`src/rtl/mul8u_acc_pkg.sv`:
```
// Shared types and the saturating-add helper for the multiplier dot-product accumulator.
package mul8u_acc_pkg;

  typedef enum logic {ACCUM = 1'b0, LAST = 1'b1} state_e;

  localparam int PROD_W  = 16;
  localparam int ACC_MAX = 32;

  // Returns {carry, sum}; sum is clamped to 2^acc_w-1 when the add exceeds acc_w bits.
  function automatic logic [ACC_MAX:0] sat_add(input logic [ACC_MAX-1:0] acc,
                                                input logic [PROD_W-1:0]  prod,
                                                input int unsigned        acc_w);
    logic [ACC_MAX:0] raw;
    logic [ACC_MAX:0] lim;
    raw = {1'b0, acc} + {{(ACC_MAX + 1 - PROD_W){1'b0}}, prod};
    lim = ({{ACC_MAX{1'b0}}, 1'b1} << acc_w) - {{ACC_MAX{1'b0}}, 1'b1};
    if (raw > lim) sat_add = {1'b1, lim[ACC_MAX-1:0]};
    else           sat_add = {1'b0, raw[ACC_MAX-1:0]};
  endfunction

endpackage

```
`src/rtl/mul8u_sat_add.sv`:
```
// Combinational ACC_W-bit saturating adder of an accumulator and a 16-bit product.
module mul8u_sat_add
  import mul8u_acc_pkg::*;
#(
  parameter int ACC_W = 20
) (
  input  logic [ACC_W-1:0]  i_acc,
  input  logic [PROD_W-1:0] i_prod,
  output logic [ACC_W-1:0]  o_sum,
  output logic              o_carry
);

  logic [ACC_MAX:0] w_res;

  generate
    if (ACC_W < PROD_W || ACC_W > ACC_MAX) begin : g_w_chk
      $error("mul8u_sat_add: ACC_W must be within [16, 32]");
    end
  endgenerate

  assign w_res   = sat_add(ACC_MAX'(i_acc), i_prod, ACC_W);
  assign o_carry = w_res[ACC_MAX];
  assign o_sum   = w_res[ACC_W-1:0];

  generate
    if (ACC_W < ACC_MAX) begin : g_hi
      logic w_unused_hi;
      assign w_unused_hi = |w_res[ACC_MAX-1:ACC_W];
    end
  endgenerate

endmodule

```
`src/rtl/mul8u_dot_acc.sv`:
```
// Accumulates LEN multiplier products into one saturating dot-product sum, emitted through
// a single-entry registered valid/ready output; only the group-completing product can stall.
module mul8u_dot_acc
  import mul8u_acc_pkg::*;
#(
  parameter  int LEN   = 16,
  parameter  int ACC_W = 20,
  localparam int CNT_W = $clog2(LEN)
) (
  input  logic              clk,
  input  logic              rst_n,
  input  logic              clr_i,
  input  logic [PROD_W-1:0] prod_i,
  input  logic              prod_valid_i,
  output logic              prod_ready_o,
  output logic [ACC_W-1:0]  sum_o,
  output logic              sum_ovf_o,
  output logic              sum_valid_o,
  input  logic              sum_ready_i,
  output logic [CNT_W-1:0]  cnt_o
);

  generate
    if (LEN < 2) begin : g_len_chk
      $error("mul8u_dot_acc: LEN must be at least 2");
    end
  endgenerate

  localparam logic [CNT_W-1:0] CNT_PRELAST = CNT_W'(LEN - 2);

  state_e           r_state;
  logic [ACC_W-1:0] r_acc;
  logic [CNT_W-1:0] r_cnt;
  logic             r_ovf;
  logic [ACC_W-1:0] r_sum;
  logic             r_sum_ovf;
  logic             r_sum_vld;
  logic [ACC_W-1:0] w_acc_nxt;
  logic             w_carry;
  logic             w_accept;

  mul8u_sat_add #(.ACC_W(ACC_W)) u_sat_add (
    .i_acc   (r_acc),
    .i_prod  (prod_i),
    .o_sum   (w_acc_nxt),
    .o_carry (w_carry)
  );

  // The output register is single-entry, so only a completion into a stuck result must wait.
  assign prod_ready_o = !clr_i && !(r_state == LAST && r_sum_vld && !sum_ready_i);
  assign w_accept     = prod_valid_i && prod_ready_o;

  always_ff @(posedge clk or negedge rst_n) begin
    if (!rst_n) begin
      r_state   <= ACCUM;
      r_acc     <= '0;
      r_cnt     <= '0;
      r_ovf     <= 1'b0;
      r_sum     <= '0;
      r_sum_ovf <= 1'b0;
      r_sum_vld <= 1'b0;
    end else begin
      if (r_sum_vld && sum_ready_i) r_sum_vld <= 1'b0;
      if (clr_i) begin
        r_state <= ACCUM;
        r_acc   <= '0;
        r_cnt   <= '0;
        r_ovf   <= 1'b0;
      end else if (w_accept) begin
        if (r_state == LAST) begin
          r_sum     <= w_acc_nxt;
          r_sum_ovf <= r_ovf | w_carry;
          r_sum_vld <= 1'b1;
          r_state   <= ACCUM;
          r_acc     <= '0;
          r_cnt     <= '0;
          r_ovf     <= 1'b0;
        end else begin
          r_acc   <= w_acc_nxt;
          r_ovf   <= r_ovf | w_carry;
          r_cnt   <= r_cnt + 1'b1;
          r_state <= (r_cnt == CNT_PRELAST) ? LAST : ACCUM;
        end
      end
    end
  end

  assign sum_o       = r_sum;
  assign sum_ovf_o   = r_sum_ovf;
  assign sum_valid_o = r_sum_vld;
  assign cnt_o       = r_cnt;

endmodule
```
`config.mk`:
```
export PLATFORM = sky130hd
export DESIGN_NAME = mul8u_dot_acc
export DESIGN_NICKNAME = d
export VERILOG_FILES = /design/src/rtl/mul8u_acc_pkg.sv /design/src/rtl/mul8u_sat_add.sv /design/src/rtl/mul8u_dot_acc.sv
export SDC_FILE = /design/constraint.sdc
export NUM_CORES = 1
export LEC_CHECK = 0
export CORE_AREA = 5 5 75 111
export CTS_CLUSTER_DIAMETER = 30
export DETAILED_ROUTE_END_ITERATION = 6
export DIE_AREA = 0 0 80 116
export PLACE_DENSITY = 0.64
export SYNTH_ARGS = -nofsm -noshare
export SYNTH_HDL_FRONTEND = slang
export SYNTH_SLANG_ARGS = --single-unit
```
`constraint.sdc`:
```
create_clock -name clk -period 6.8 [get_ports clk]
set_input_delay 1.36 -clock clk [delete_from_list [all_inputs] [get_ports clk]]
set_output_delay 1.36 -clock clk [all_outputs]
set_load 0.05 [all_outputs]
```
==> metrics.cfg, run 1 <==
[status]
status=complete, no violations

[global_route]
grt_max_degree=49
overflow=0
grtUsageTotal=0.1616
grt_first_pass_wirelength_microns=11850
grt_pass1_vias=2484
antenna_found_initial=0

[floorplan]
row_count=38
die_w_microns=80
core_area_sq_mm=0.007227
initial_utilization=0.3899
ios=48
die_area_sq_mm=0.009280
fp.dieH_microns=116

[cts]
ctsHoldBuffers=0
cts_tree=done
cts_buffer_depth=2
worstSkewPairLatency_ps=310
cts_root_buf=clkbuf_8
cts_buffers=5
postCtsSetupBuffers=0
cts_sinks=48
path_clk_slew_ps=80
cts_resized=0
h-tree-depth=2

[drt]
viasPerCell=5.225
totalWireLength_microns=6829
ant_nets=0
drt-initial-drc-count=76
dr.pass1.iters=4
avgRoutedWirePerCell_microns=14.75
vias=2419
drc_errors=0

[critical_path]
cp-end-kind=output port
crit_type=primary input to output port
crit_arrival_ps=2870
crit_path_start_kind=primary input
worstPathRequired_ps=5440
path_max_fanout=3

[timing]
tns_ps=0
max_freq_mhz=236.2
hold_viol=0
fin_crit_ps=4234
worstMarginPinSlew_ps=999.3
skew_ps=10.75
worst_slew_margin_rel=0.3314
setup_violations=0
post-route-period-util=0.6227
rsz0062_at_grt=false
whs_ps=490.0
drv_slew=0

[synthesis]
synth.distinct_cells=46
synth.area.top_cells=dfrtp_1 43%, ha_1 8.0%, nand2_1 6.4%
synth_top_cell_by_area=dfrtp_1
syn_inst=317
syn_avg_cell_area_sq_um=8.889
synth.top_cell.area_share=0.4263
syn_area_sq_mm=0.002818
ys.warnings.count=0
yosys_register_bits=48
syn-num-nets=357
synth-seq-area-share=0.4263

[pwr]
peakVddDrop_mv=0.1126
power_mw=0.7303
leakagePower_nw=1.533
powerDensity_mw_per_mm2=210.1

[layout]
antenna_cells=0
layout.cells.non_filler=463
final_layout_size_suffix_gt1_frac=0.06336
final_util=0.4810
nets=402
layout_common_cells=48 x nand2_1, 48 x dfrtp_1, 46 x clkdlybuf4s50_1
area_delta_synth_final_pct=23.36

[worst_hold_path]
min_path_type=flip-flop to flip-flop

[place]
gp_congestion=0.9348
dp_hpwl_microns=4992
dpl.cell_count=455
io_buffers=47

[flow_run]
max_cap_viol_count=0

[cell usage after synthesis (all sizes together)]
cell and count:
a211o 1, a211oi 4, a21boi 1, a21o 9, a21oi 33, a221oi 1
a31oi 9, and2 3, and3 1, and4 1, buf 2, clkbuf 8
clkdlybuf4s25 1, dfrtp 48, fa 1, ha 18, inv 5, mux2i 1
nand2 49, nand2b 5, nand3 4, nand3b 1, nand4 3, nor2 34
nor2b 3, nor3 7, nor3b 2, o2111ai 1, o211ai 3, o21a 5
o21ai 35, o21bai 1, o221ai 1, o22ai 1, o2bb2ai 1, o31ai 1
or3 1, xnor2 9, xor2 3
[critical path, cell delays in order]
cell             delay (ps)
clkdlybuf4s50_1         470
nor2b_1                  70
a21oi_1                 150
clkdlybuf4s50_1         820
[metal layers]
metal  wire (microns)  global-route usage  share of wire  vias up
li1                 -                   -              -     1209
met4              140             0.05750          0.021        0
met5                0                   0              0        -
met3              226             0.02566          0.033        9
met2             3519              0.2815           0.52       52
met1             2943              0.2007           0.43     1149
[kinds of logic after synthesis]
kind of cell / synth area share
compound gates: 0.2371
xor+xnor: 0.03730
fa+ha+maj: 0.08704
buf+inv: 0.02886
flops: 0.4263
mux: 0.003553
simple gates: 0.1798
[where the power goes]
group,switching (mW),total [mW],internal [mW]
combinational,0.125,0.211,0.0855
clock,0.101,0.210,0.109
sequential,0.00967,0.310,0.300
[layout make-up]
type / count / area, sq um
well taps: 100 / 125.1
flip-flops and latches: 48 / 1201
clock buffers: 5 / 68.82
fillers: 734 / 3751
clock inverters: 3 / 42.54
multi-input cells: 253 / 1539
repair buffers: 49 / 480.5
inverters: 5 / 18.77
[path summary, 6_finish.rpt]
check | from | end | slack [ps] | cells after the start
worst min register to register | r_acc[13] | r_acc[13] | 490 | 1
worst max-delay path | sum_ready_i | prod_ready_o | 2570 | 4
worst max register to register | r_acc[0] | r_acc[11] | 4090 | 10
max in group asynchronous | rst_n | r_acc[13] | 5240 | 2
worst min-delay path | r_acc[13] | r_acc[13] | 490 | 1
min in group asynchronous | rst_n | r_acc[9] | 1140 | 2
[flip-flops by register name, summed over array words and instances (netlist names)]
name / cells
sum_o: 20
r_state: 1
sum_ovf_o: 1
cnt_o: 4
r_ovf: 1
r_acc: 20
sum_valid_o: 1
[metrics by stage]
| step | worst slack [ps] | area (sq um) |
|---|---|---|
| floorplan | 3242 | 2818 |
| global placement | 2565 | 3364 |
| detailed placement | 2560 | 3364 |
| CTS | 2552 | 3476 |
| global route | 2483 | 3476 |
| finish | 2566 | 3476 |
(Power assumes the default switching activity.)
==> inputs of run 2 (changes only) <==
PLACE_DENSITY = 0.66   (was 0.64)
clock period = 3.5 ns   (was 6.8 ns; I/O delays follow)
==> run 2 against run 1 <==
  * Setup slack got worse by 2000 ps
  * Die area is the same
  * Core utilization is 0.29 points higher
  * Sequential share of layout area fell by 0.21 points
  * Power rose by 82%
  * Hold slack worse by 3.6 ps
  * Flip-flop and latch count is the same
  * Via count unchanged
  * Critical path depth rose by 8
  * Cell count increased by 0.65%
  * Largest cell class unchanged
  * Highest routed layer unchanged
==> metrics.cfg, run 2 (synthesized netlist as in run 1, its figures left out) <==
[drt]
drc_errors=0
ant_nets=0
viasPerCell=5.191
avgRoutedWirePerCell_microns=14.38
top_layer=met4
dr_wl_met3_microns=187
drt-initial-drc-count=111
vias=2419
totalWireLength_microns=6700
met1Wirelength_microns=3120
dr.pass1.iters=5
met2WireLength_microns=3316

[pwr]
leakagePower_nw=1.549
powerDensity_mw_per_mm2=381.0
peakVddDrop_mv=0.1720

[cts]
ctsHoldBuffers=0
worstSkewPairLatency_ps=300
cts_buffer_depth=2
h-tree-depth=2
cts_buffers=5
cts_root_buf=clkbuf_8
path_clk_slew_ps=80
cts_tree=done
cts_sinks=48
cts_resized=0
postCtsSetupBuffers=0

[critical_path]
worstPathRequired_ps=3700
crit_path_start_kind=primary input
crit_type=primary input to flip-flop
path_max_fanout=7
slowest_delay_ps=470
crit_arrival_ps=3160
timing.critical_path.buf_inv=3
crit_path_cell_trace=clkdlybuf4s50_1, ha_1, inv_1, fa_1, nand2b_1, a21oi_1, o21ai_1, o22ai_2, and2_1, buf_12, nor2_1, o21ai_0
cp-end-kind=flip-flop
crit_slowest_cell=clkdlybuf4s50_1
critPathTopFamily=compound AO/OA/AOI/OAI gates

[timing]
drv_slew=0
rsz0062_at_grt=false
hold_viol=0
worstMarginPinSlew_ps=1063
tns_ps=0
post-route-period-util=0.8452
whs_ps=486.5
max_freq_mhz=338.0
worst_slew_margin_rel=0.2910
fin_crit_ps=2958
setup_violations=0
skew_ps=13.00

[floorplan]
die_w_microns=80
core_area_sq_mm=0.007227
fp.dieH_microns=116
ios=48
row_count=38
die_area_sq_mm=0.009280
initial_utilization=0.3899

[layout]
final_util=0.4839
fin_area_sq_mm=0.003497
layout_common_cells=48 x nand2_1, 48 x dfrtp_1, 46 x clkdlybuf4s50_1
area_delta_synth_final_pct=24.11
final_layout_size_suffix_gt1_frac=0.06831
fillers=743
nets=406
antenna_cells=0
layout.cells.non_filler=466

[global_route]
grtUsageTotal=0.1482
grt_pass1_vias=2377
antenna_found_initial=0
overflow=0
grt_first_pass_wirelength_microns=10920
grt_max_degree=49

[status]
status=complete, no violations

[worst_hold_path]
min_path_type=flip-flop to flip-flop

[flow_run]
max_cap_viol_count=0

[place]
dpl.cell_count=459
io_buffers=47
placed_cell_area_sq_mm=0.003416
gp_congestion=0.8457
dp_hpwl_microns=4931

-- run 2: cell types whose count changed in the layout (fill, tap and decap cells not counted), sizes merged --
cell,change
buf,+4
bufinv,-1
-- run 2: cell type report --
type	instances	area, sq um	share of cell area
multi-input cells	253	1535	0.4390
flip-flops and latches	48	1201	0.3435
repair buffers	53	535.5	0.1531
well taps	100	125.1	0.03578
clock buffers	5	68.82	0.01968
inverters	5	18.77	0.005367
clock inverters	2	12.51	0.003578
-- run 2: metrics by stage --
step	setup slack, ps	power [mW]
6_report	541.8	1.332
4_1_cts	529.1	1.343
2_1_floorplan	907.0	0.9051
3_3_place_gp	266.3	1.013
3_5_place_dp	206.4	1.019
5_1_grt	353.7	1.410
-- run 2: worst paths after layout --
check | start | to | slack [ps] | cells past startpoint
max in group asynchronous | rst_n | r_acc[11] | 2250 | 1
worst max-delay path | prod_i[0] | sum_o[11] | 540 | 12
worst min-delay path | r_acc[4] | r_acc[4] | 490 | 2
min in group asynchronous | rst_n | sum_o[9] | 580 | 1
worst min register to register | r_acc[4] | r_acc[4] | 490 | 2
worst max register to register | r_acc[1] | r_acc[17] | 1020 | 8
-- run 2: report_power, final --
group / switching, mW / internal [mW] / total, mW
clock network: 0.186 / 0.136 / 0.322
registers: 0.0201 / 0.584 / 0.604
logic: 0.239 / 0.167 / 0.407
total: 0.446 / 0.887 / 1.33
-- run 2: worst register-to-register path, delay by kind of cell, from the launching register on --
family / cells / cell delay [ps]
adders and majority gates: 1 / 310
AOI/OAI and AO/OA: 6 / 1570
DFF: 1 / 420
and+or+nand+nor: 1 / 70
-- run 2: per-layer routing --
| metal | global-route usage | up-vias |
|---|---|---|
| li1 | - | 1230 |
| met1 | 0.1890 | 1147 |
| met2 | 0.2577 | 37 |
| met3 | 0.02100 | 5 |
| met4 | 0.04510 | 0 |
| met5 | 0 | - |
==> inputs of run 3 (changes only) <==
clock period = 2.4 ns   (was 3.5 ns; I/O delays follow)
==> run 3 against run 2 <==
  * Combinational power grew to 2.6 times the previous value
  * Cell count is 16% higher
  * Core utilization is 13 points higher
  * Non-clock buffer count is 72 higher
  * Register-to-register slack worse by 850 ps
  * Via count is 11% higher
  * Sequential power is 49% higher
  * Cell area is 27% higher
  * Critical endpoint is now r_acc[17]
  * Largest cell class unchanged
  * Highest routed layer unchanged
==> metrics.cfg, run 3 (synthesized netlist as in run 1, its figures left out) <==
[critical_path]
crit_type=primary input to flip-flop
path_max_fanout=6
worstPathRequired_ps=2610
slowest_delay_ps=420
crit_path_cell_trace=clkdlybuf4s50_1, ha_2, a21oi_1, buf_4, o221ai_2, a21oi_2, buf_4, a21o_1, a211o_1
r2r_slack_ps=170
crit_slowest_cell=clkdlybuf4s50_1
crit_arrival_ps=2500
cp-end-kind=flip-flop
crit_path_start_kind=primary input
cpMostUsedCell=buf_4

[pwr]
leakagePower_nw=2.036
powerDensity_mw_per_mm2=553.6
peakVddDrop_mv=0.3736

[layout]
final_util=0.6160
antenna_cells=0
fin_area_sq_mm=0.004452
final_common_cell=buf_4
layout.cells.non_filler=539
nets=478
final_layout_size_suffix_gt1_frac=0.3166
layout_common_cells=73 x buf_4, 48 x dfrtp_1, 45 x nand2_1
area_delta_synth_final_pct=57.99

[drt]
dr.pass1.iters=4
avgRoutedWirePerCell_microns=14.78
viasPerCell=4.994
drc_errors=0
totalWireLength_microns=7969
vias=2692
drt-initial-drc-count=152
ant_nets=0

[timing]
layout_setup_ws_ps=115.5
worst_slew_margin_rel=0.6304
drv_slew=0
setup_violations=0
skew_ps=14.61
whs_ps=130.3
rsz0062_at_grt=true
worstMarginPinSlew_ps=554.4
hold_viol=0
fin_crit_ps=2284
max_freq_mhz=437.7
post-route-period-util=0.9519

[floorplan]
die_area_sq_mm=0.009280
ios=48
fp.dieH_microns=116
initial_utilization=0.3899
die_w_microns=80
row_count=38
core_area_sq_mm=0.007227

[cts]
cts_buffer_depth=2
worstSkewPairLatency_ps=330
h-tree-depth=2
cts_root_buf=clkbuf_8
cts_tree=done
cts_sinks=48
ctsHoldBuffers=0
cts_buffers=5
path_clk_slew_ps=90

[place]
io_buffers=47
post-place-ws_ps=-546.5
placed_cell_area_sq_mm=0.003896
gp_congestion=0.9031
dpl.cell_count=520
dp_hpwl_microns=5617

[global_route]
grt_max_degree=28
antenna_found_initial=0
overflow=0
grt_pass1_vias=2688
grt_first_pass_wirelength_microns=12670
grtUsageTotal=0.1767

[worst_hold_path]
min_path_type=primary input to asynchronous set/reset pin

[status]
status=complete, no violations

[flow_run]
max_cap_viol_count=0

-- run 3: changes by cell type in the layout (fill, tap and decap cells not counted), moves of 5 or more --
cell             before  now
buf_4                 4   73
ha_1                 18    2
ha_4                  0   14
clkdlybuf4s50_1      46   33
dlymetal6s2s_1        0   10
o21ai_0              32   25
a21oi_1              32   26
a21oi_2               1    6
o21ai_1               2    7
-- run 3: path summary, 6_finish.rpt --
check,cells after the start,startpoint,to
max in group asynchronous,2,rst_n,cnt_o[3]
min in group clk,2,sum_o[5],sum_o[5]
setup reg to reg,9,r_acc[2],r_acc[17]
setup / recovery,9,prod_i[10],r_acc[17]
hold / removal,1,rst_n,sum_o[5]
hold reg to reg,2,sum_o[5],sum_o[5]
-- run 3: power breakdown --
| part | leakage (nW) | switching (mW) | internal [mW] | total [mW] |
|---|---|---|---|---|
| sequential | 0.658 | 0.0494 | 0.851 | 0.901 |
| combinational | 1.34 | 0.470 | 0.575 | 1.04 |
| clock | 0.0404 | 0.312 | 0.207 | 0.519 |
| total | 2.04 | 0.832 | 1.63 | 2.46 |
-- run 3: stage by stage --
step,power (mW),TNS [ps]
final,2.465,0
after global routing,2.607,-20.52
after CTS,2.330,0
after detailed placement,1.751,-19660
after global placement,1.740,-17430
after floorplan,1.320,0
-- run 3: layout make-up --
type	instances	area, sq um
fillers	632	2775
multi-input cells	253	1864
flip-flops and latches	48	1201
repair buffers	125	1150
well taps	100	125.1
clock buffers	5	68.82
clock inverters	3	23.77
inverters	5	18.77
-- run 3: worst max-delay path: cells and delay by family --
kind / cells / cell delay, ps
buffers and inverters: 3 / 710
AO/OA/AOI/OAI: 5 / 930
adder cells (fa/ha/maj): 1 / 380
-- run 3: what timing repair did --
action	CTS	global route
endpoints found under the setup margin	42	42
cloned	1	0
pin swaps	15	24
buffers inserted	5	5
gates resized for setup	20	51
endpoints found under the hold margin	0	0
-- run 3: per-layer routing --
layer / vias to the layer above / track usage / share of wire
li1: 1359 / - / -
met1: 1275 / 0.2172 / 0.43
met2: 43 / 0.2937 / 0.51
met3: 15 / 0.03266 / 0.032
met4: 0 / 0.09019 / 0.025
met5: - / 0 / 0
==> edit, RTL diff (config.mk and constraints of run 3) <==
Set the parameter `LEN` to 32 (it was 16).
--- a/src/rtl/mul8u_dot_acc.sv
+++ b/src/rtl/mul8u_dot_acc.sv
@@ -3,7 +3,7 @@
 module mul8u_dot_acc
   import mul8u_acc_pkg::*;
 #(
-  parameter  int LEN   = 16,
+  parameter  int LEN   = 32,
   parameter  int ACC_W = 20,
   localparam int CNT_W = $clog2(LEN)
 ) (
Ports: changed (resized cnt_o); port bits go from 48 to 49. The function was not compared with the original's and may differ.
==> edit against run 3 <==
Wire length fell by 0.18%; power fell by 6.3%; sequential cell count rose by 1; first-iteration DRC count fell by 22%; die area did not move; area after synthesis rose by 7.6%; hold slack improved by 23 ps; global-route usage rose by 1.0 points; synthesized cell count rose by 6.0%; maximum frequency fell by 2.4%; count of clock-buffer cells in the layout rose by 3; worst setup slack got worse by 56 ps; final area fell by 4.0%; largest power group unchanged.
==> edit: results (changes against run 3) <==
==============================================================================
Outcome ......................................................... complete, no violations
Share of the synthesized area in compound gates (AO/OA/AOI/OAI) .        25.3%   +1.6 points
Vias per cell ...................................................         5.16   +3.4%
Pre-CTS setup slack .............................................      -538 ps   +8.68 ps
Area contributors post-synth .................................... sky130_fd_sc_hd__dfrtp_1 40%, sky130_fd_sc_hd__ha_1 7.4%, sky130_fd_sc_hd__a21oi_1 5.9%
Via count of the first global-routing pass ......................         2917   +8.5%
Critical Path AT ................................................      2540 ps   +40 ps
Kind of cell adding the most delay to the critical path ......... compound AO/OA/AOI/OAI gates
Clock-pin slew on the worst setup and hold paths ................        80 ps
Final hold violations ...........................................            0   unchanged
Final wirelength ................................................      7.96 mm   -0.18%
Wire length of the first global-routing pass ....................      13.7 mm   +7.9%
Start point of the critical path ................................   prod_i[15]
Cell variety after synth ........................................           51   +11%
Depth of the worst register-to-register path ....................           11   +2
Number of max-slew violations in the final report ...............            0   unchanged
Clock-net power .................................................       473 uW   -8.9%
Mux share of post-synthesis cell area ...........................        1.07%   +0.72 points
Critical register-to-register path startpoint ...................     r_acc[0]
Number of diodes ................................................            0   unchanged
Count of flip-flops with a built-in enable after synthesis ......            0   unchanged
Fraction of registers with async set or reset after synthesis ...         100%   unchanged
Number of nets in the layout ....................................          476   -0.42%
Highest net fanout along the worst path .........................            5   -1
Hold Crit Class ................................................. input pin to async pin
Largest net degree at the start of global routing ...............           28   unchanged
Endpoint of the worst-slack reg-to-reg timing path ..............    r_acc[13]
Ratio of final minimum period to clock period ...................        97.5%   +2.3 points
Portion of total power attributed to sequential cells ...........        39.0%   +2.5 points
Largest vdd supply drop .........................................   0.000324 V   -13%
Portion of the post-synthesis area used by sequential elements ..        40.4%   -2.2 points
Slowest Stage Delay on Critical Path ............................       420 ps   about the same
Root buffer cell ................................................ sky130_fd_sc_hd__clkbuf_8
R2R Setup Slk ...................................................        90 ps   -80 ps
Iter 0 DRT Violations ...........................................          118   -22%
Critical Path End ...............................................    r_acc[14]
Post-synthesis share of cell area spent on xor and xnor gates ...        4.04%   +0.31 points
Area share of fa/ha/maj cells after synthesis ...................        8.09%   -0.62 points
Clock latency on the worst-skew pair ............................       310 ps   -20 ps
Syn nets ........................................................          376   +5.3%
Aggregate global-route resource usage ...........................        18.7%   +1.0 points
Port Buffers ....................................................           48   +2.1%
Detailed placer's ending HPWL ...................................      6.05 mm   +7.8%
Power in sequential cells .......................................       902 uW   about the same
Layout cells sized above 1 ......................................        28.8%   -2.8 points
Ranking of synthesized cells by instance count .................. 49 x sky130_fd_sc_hd__dfrtp_1, 42 x sky130_fd_sc_hd__nor2_1, 37 x sky130_fd_sc_hd__nand2_1
Normalized max-slew margin ......................................        62.5%   -0.57 points
Number of warnings issued by yosys ..............................            0   unchanged
Worst-case clock skew ...........................................      6.23 ps   -8.38 ps
Routability congestion estimate .................................        0.901   -0.22%
Lkg Pwr .........................................................      1.88 nW   -7.7%
Internal Power ..................................................      1.52 mW   -6.9%
==============================================================================
[edit: cell type report]
| class | instances | area (um2) |
|---|---|---|
| Tap cell | 100 | 125 |
| Sequential cell | 49 | 1230 |
| Fill cell | 662 | 2960 |
| Clock buffer | 8 | 80.1 |
| Timing Repair Buffer | 109 | 973 |
| Multi-Input combinational cell | 264 | 1840 |
| Inverter | 7 | 26.3 |
[edit: worst min-delay path by stage]
stage | startpoint | cells past startpoint | slack (ps) | to
floorplan | rst_n | 0 | 180 | cnt_o[0]
global placement | r_acc[11] | 2 | 470 | r_acc[11]
CTS | rst_n | 1 | 160 | sum_o[0]
global route | rst_n | 1 | 190 | sum_o[0]
detailed placement | r_acc[3] | 2 | 480 | r_acc[3]
finish | rst_n | 1 | 150 | sum_o[0]
[edit: cells by family (layout without fill, tap and decap cells)]
group / count (synthesis) / in the layout
flip-flops: 49 / 49
adder cells (fa/ha/maj): 19 / 19
AND/OR/NAND/NOR: 118 / 118
XOR/XNOR: 14 / 14
multiplexers: 3 / 3
buffers and inverters: 23 / 124
AO/OA/AOI/OAI: 110 / 110
[edit: metal layers]
| layer | wire length [um] | track usage (%) |
|---|---|---|
| met5 | 0 | 0 |
| met4 | 240 | 8.79 |
| met3 | 244 | 2.72 |
| met2 | 4250 | 33.3 |
| met1 | 3220 | 21.8 |
[edit: timing repair]
action | in CTS | in global routing
pin swaps | 9 | 10
setup buffers | 3 | 3
setup endpoints to repair | 42 | 36
gates resized for setup | 8 | 25
hold buffers | 0 | 0
[edit: metrics by stage]
stage	instances	area [um2]	hold WS, ps
floorplan	336	3050	184
detailed placement	523	4020	482
CTS	534	4140	163
global placement	523	4020	470
finish	537	4270	153
global route	537	4270	188
